## config.mk

```make
export PLATFORM = sky130hd
export DESIGN_NAME = gimli_stream_buffer_in
export DESIGN_NICKNAME = d
export VERILOG_FILES = /design/src/rtl/gimli_stream_pkg.sv /design/src/rtl/gimli_stream_buffer_in.sv
export SDC_FILE = /design/constraint.sdc
export NUM_CORES = 1
export LEC_CHECK = 0
export CORE_UTILIZATION = 47
export CTS_CLUSTER_DIAMETER = 150
export CTS_CLUSTER_SIZE = 20
export DETAILED_ROUTE_END_ITERATION = 8
export GPL_TIMING_DRIVEN = 0
export PLACE_DENSITY = 0.85
export SLEW_MARGIN = 20
export SYNTH_ARGS = -nofsm -noshare
export SYNTH_HDL_FRONTEND = slang
export SYNTH_SLANG_ARGS = --single-unit
```

## constraint.sdc

```tcl
create_clock -name clk -period 3.42 [get_ports clk]
set_clock_uncertainty 0.15 [all_clocks]
set_input_delay 0.684 -clock clk [delete_from_list [all_inputs] [get_ports clk]]
set_output_delay 0.684 -clock clk [all_outputs]
set_load 0.05 [all_outputs]
```

## src/rtl/gimli_stream_pkg.sv

```systemverilog
// Shared types and constants for the Gimli stream buffers.
// Holds the packer state encoding, block geometry and the byte-mask helper.
package gimli_stream_pkg;

    typedef enum logic {
        FILL = 1'b0,
        OUT  = 1'b1
    } state_e;

    localparam int DIN_W           = 32;
    localparam int DOUT_W          = 128;
    localparam int BYTES_PER_DIN   = 4;
    localparam int BYTES_PER_DOUT  = 16;
    localparam int WORDS_PER_BLOCK = DOUT_W / DIN_W;

    // Keeps bytes below nbytes, zeroes bytes at or above it.
    function automatic logic [DIN_W-1:0] byte_mask(input logic [2:0] nbytes);
        logic [DIN_W-1:0] m;
        m = '0;
        for (int i = 0; i < BYTES_PER_DIN; i++) begin
            if (3'(i) < nbytes) begin
                m[8*i +: 8] = 8'hFF;
            end
        end
        return m;
    endfunction

endpackage

```

## src/rtl/gimli_stream_buffer_in.sv

```systemverilog
// Narrow-to-wide packer: 32-bit host words into little-endian 128-bit blocks.
// state | meaning:  FILL | accumulating words into the block;  OUT | block presented, waiting for dout_ready
module gimli_stream_buffer_in
    import gimli_stream_pkg::*;
#(
    parameter int DIN_WIDTH       = 32,
    parameter int DIN_SIZE_WIDTH  = 2,
    parameter int DOUT_WIDTH      = 128,
    parameter int DOUT_SIZE_WIDTH = 4
) (
    input  logic                       clk,
    input  logic                       rst,
    input  logic [DIN_WIDTH-1:0]       din,
    input  logic [DIN_SIZE_WIDTH:0]    din_size,
    input  logic                       din_last,
    input  logic                       din_valid,
    output logic                       din_ready,
    output logic [DOUT_WIDTH-1:0]      dout,
    output logic [DOUT_SIZE_WIDTH:0]   dout_size,
    output logic                       dout_valid,
    input  logic                       dout_ready,
    output logic                       dout_last,
    output logic [DOUT_SIZE_WIDTH:0]   size
);

    localparam int KW = DOUT_SIZE_WIDTH - DIN_SIZE_WIDTH;
    localparam logic [DIN_SIZE_WIDTH:0]  DIN_FULL  = (DIN_SIZE_WIDTH+1)'(BYTES_PER_DIN);
    localparam logic [DOUT_SIZE_WIDTH:0] DOUT_FULL = (DOUT_SIZE_WIDTH+1)'(BYTES_PER_DOUT);

    state_e                   state_q, state_d;
    logic [DOUT_WIDTH-1:0]    buf_q, buf_d;
    logic [DOUT_SIZE_WIDTH:0] size_q, size_d;
    logic [KW-1:0]            k_q, k_d;
    logic                     last_q, last_d;

    logic [DIN_SIZE_WIDTH:0]  dsz;
    logic [DIN_WIDTH-1:0]     word;
    logic                     accept;
    logic                     out_fire;
    logic                     no_op;

    always_comb begin
        state_d = state_q;
        buf_d   = buf_q;
        size_d  = size_q;
        k_d     = k_q;
        last_d  = last_q;

        dsz        = (din_size > DIN_FULL) ? DIN_FULL : din_size;
        word       = din & byte_mask(dsz);
        din_ready  = rst && ((state_q == FILL) || dout_ready);
        dout_valid = (state_q == OUT);
        out_fire   = dout_valid && dout_ready;
        accept     = din_valid && din_ready;
        no_op      = (dsz == '0) && !din_last;

        if (out_fire) begin
            state_d = FILL;
            buf_d   = '0;
            size_d  = '0;
            k_d     = '0;
            last_d  = 1'b0;
        end

        // Accepting in OUT implies out_fire, so the word lands in a fresh block.
        if (accept && !no_op) begin
            for (int i = 0; i < WORDS_PER_BLOCK; i++) begin
                if (k_d == KW'(i)) begin
                    buf_d[i*DIN_WIDTH +: DIN_WIDTH] = word;
                end
            end
            size_d = size_d + (DOUT_SIZE_WIDTH+1)'(dsz);
            k_d    = k_d + KW'(1);
            last_d = din_last;
            if ((size_d == DOUT_FULL) || din_last || (dsz < DIN_FULL)) begin
                state_d = OUT;
            end
        end
    end

    always_ff @(posedge clk or negedge rst) begin
        if (!rst) begin
            state_q <= FILL;
            buf_q   <= '0;
            size_q  <= '0;
            k_q     <= '0;
            last_q  <= 1'b0;
        end else begin
            state_q <= state_d;
            buf_q   <= buf_d;
            size_q  <= size_d;
            k_q     <= k_d;
            last_q  <= last_d;
        end
    end

    assign dout      = buf_q;
    assign dout_size = size_q;
    assign dout_last = last_q;
    assign size      = size_q;

endmodule

```

==> results.sh <==
export IMPL_status="finished, final reports clean"
export IMPL_fin_crit_ps=3260
export IMPL_cp_max_fo=10
export IMPL_cts_root_buf="clkbuf_16"
export IMPL_clockBufferDepth=2
export IMPL_cts_made_buffers=17
export IMPL_synth_area_top_cells="dfrtp_1 59%, nand3_1 12%, o21ai_0 8.8%"
export IMPL_cts_tree="done"
export IMPL_drc_errors=0
export IMPL_viasPerCell=5.76
export IMPL_dieArea_um2=12700
export IMPL_rsz0062_at_grt="no"
export IMPL_dp_hpwl_mm=12.5
export IMPL_drt_iter0_markers=435
export IMPL_wl_mm=17.9
export IMPL_row_count=40
export IMPL_hold_slack_ps=46.4
export IMPL_relSlewSlack=0.557
export IMPL_cp_start_kind="input port"
export IMPL_dp_cells=877
export IMPL_cts_sinks=137
export IMPL_ys_seq_area_frac=0.594
export IMPL_die_w_um=113
export IMPL_synthTopCellsByCount="137 x dfrtp_1, 133 x nand3_1, 101 x o21ai_0, 44 x nand2_1, 30 x o21ai_1"
export IMPL_synth_area_um2=5780
export IMPL_power_density_nw_per_um2=828
export IMPL_clkTransAtPathRegs_ps=60
export IMPL_drtAntennaViolNets=0
export IMPL_num_antenna_cells=0
export IMPL_stdcell_area_um2=8390
export IMPL_cap_violations=0
export IMPL_htree_num_levels=4
export IMPL_finalCritPeriodShare=0.952
export IMPL_p_leak_nw=3.66
export IMPL_nFillCells=877
export IMPL_start_util=0.481
export IMPL_core_region_area_um2=12000
export IMPL_synth_edff_count=0
export IMPL_track_usage=0.289
export IMPL_crit_arrival_ps=3420
export IMPL_ir_worst_vdd_uv=455
export IMPL_postCtsSetupBuffers=0
export IMPL_cp_required_ps=3580
export IMPL_synthCells=551
export IMPL_clk_latency_ps=410
export IMPL_yosysUniqueCellTypes=40
export IMPL_dr_pass1_iters=5
export IMPL_worstSetupPathType="in2reg"
export IMPL_ys_async_sr_fraction=1.00
export IMPL_synth_nets=599
export IMPL_synth_warnings=0
export IMPL_timing_final_max_slew_violations=0
export IMPL_cp_end_kind="flop"
export IMPL_dieHeight_um=113
export IMPL_antenna_found_initial=0
export IMPL_worst_slew_pin_slew_ps=665
export IMPL_yosysTopAreaCellShare=0.594
export IMPL_globalplace_congestion=0.885
export IMPL_grt_pass1_wl_mm=28.0
export IMPL_wl_per_cell_um=19.7
export IMPL_port_buffers=178
export IMPL_ys_seq_elements=137
export IMPL_gr_total_overflow=0
export IMPL_layout_drive_gt1_share=0.117
export IMPL_ys_flop_type="dfrtp_1"
export IMPL_holdCritPathClass="in2async"
export IMPL_synth_most_common_cell="dfrtp_1"
export IMPL_io_pins=181
export IMPL_synth_top_cell_by_area="dfrtp_1"
export IMPL_syn_avg_cell_area_um2=10.5
export IMPL_setup_viol=0
export IMPL_fmax_ghz=0.307
export IMPL_grt_pass1_vias=5376
export IMPL_num_vias=5235
export IMPL_post_dp_cell_area_um2=7770
export IMPL_grt_max_degree=79
export IMPL_fin_cells=909
export IMPL_syn_to_final_growth_pct=45.3
export IMPL_finalHoldViolCount=0
export IMPL_fin_nets=797
-- state kept, by name, summed over array words and instances (netlist names) --
| name | count |
|---|---|
| dout_size | 5 |
| dout_last | 1 |
| k_q | 2 |
| dout_valid | 1 |
| dout | 128 |
-- layer usage --
layer / wire [um] / track usage
met5: 0 / 0
met4: 257 / 0.107
met3: 1210 / 0.0787
met2: 9040 / 0.492
met1: 7360 / 0.354
-- power breakdown --
group	leakage [nW]	switching (mW)	total, mW	internal (mW)
combinational	1.51	1.96	2.87	0.904
sequential	1.87	0.237	2.21	1.97
clock	0.288	0.717	1.87	1.15
-- critical path, stage by stage --
cell and delay [ps]:
clkdlybuf4s50_1 470, nand2_4 180, clkbuf_4 250, and2_1 190
ha_1 220, inv_1 70, fa_1 530, nor2b_1 160
o2111ai_1 140, a211o_1 300, o31ai_2 210
-- area by class of cell --
type                       instances  area [um^2]  share of cell area
sequential                       137         3430               0.409
timing repair buffer             179         1810               0.216
tap                              147          184              0.0219
buffer                            52          358              0.0426
clock buffer                      18          429              0.0511
multi-input combinational        356         1980               0.236
inverter                           6         22.5             0.00268
clock inverter                    14          174              0.0207
-- stage by stage --
stage	power [mW]	setup slack, ps	util	setup TNS [ps]
5_1_grt	7.18	48.5	0.699	0
3_3_place_gp	4.99	-4030	0.644	-966920
2_1_floorplan	4.01	505	-	0
6_report	6.95	162	0.699	0
3_5_place_dp	5.07	-689	0.647	-6410
4_1_cts	6.94	26.5	0.698	0
-- what timing repair did --
item,4_1_cts,5_1_grt
resized for setup,3,4
hold buffers,0,0
setup endpoints to repair,1,1
-- cell usage in the layout (no fill, tap or decap), types with 2 or more instances in the layout --
cell / n
clkinv_4: 3
o21ai_0: 101
clkbuf_1: 4
clkbuf_16: 17
o21bai_1: 2
clkdlybuf4s50_1: 176
dfrtp_1: 137
nand2_1: 43
a21o_1: 2
xnor2_1: 2
a21boi_0: 2
xor2_1: 2
buf_4: 5
nand2b_1: 3
clkinvlp_4: 3
clkinv_2: 3
buf_2: 16
mux2i_1: 2
inv_1: 6
buf_6: 14
nand3_1: 133
bufinv_16: 3
o21ai_1: 30
and2_1: 3
clkbuf_2: 12
nor2b_1: 2
o2111ai_4: 4
ha_1: 7
-- path summary, 6_finish.rpt --
kind,to,cells after the start,slack (ps),from
worst max-delay path,dout_valid,11,160,dout_ready
worst max register to register,dout_valid,10,500,dout_valid
max in group asynchronous,dout[42],2,2340,rst
min in group clk,dout[83],2,350,dout[83]
worst min register to register,dout[83],2,350,dout[83]
worst min-delay path,dout[89],1,50,rst
-- cell families after synthesis --
kind of cell               count (synthesis)  synth area share
adders and majority gates                  8            0.0186
AOI/OAI and AO/OA                        151             0.154
xor gates and xnor gates                   4           0.00607
and+or+nand+nor                          191             0.159
buffers and inverters                     58            0.0652
DFF                                      137             0.594
muxes                                      2           0.00347
No activity file was read; power rests on OpenSTA's default activity.
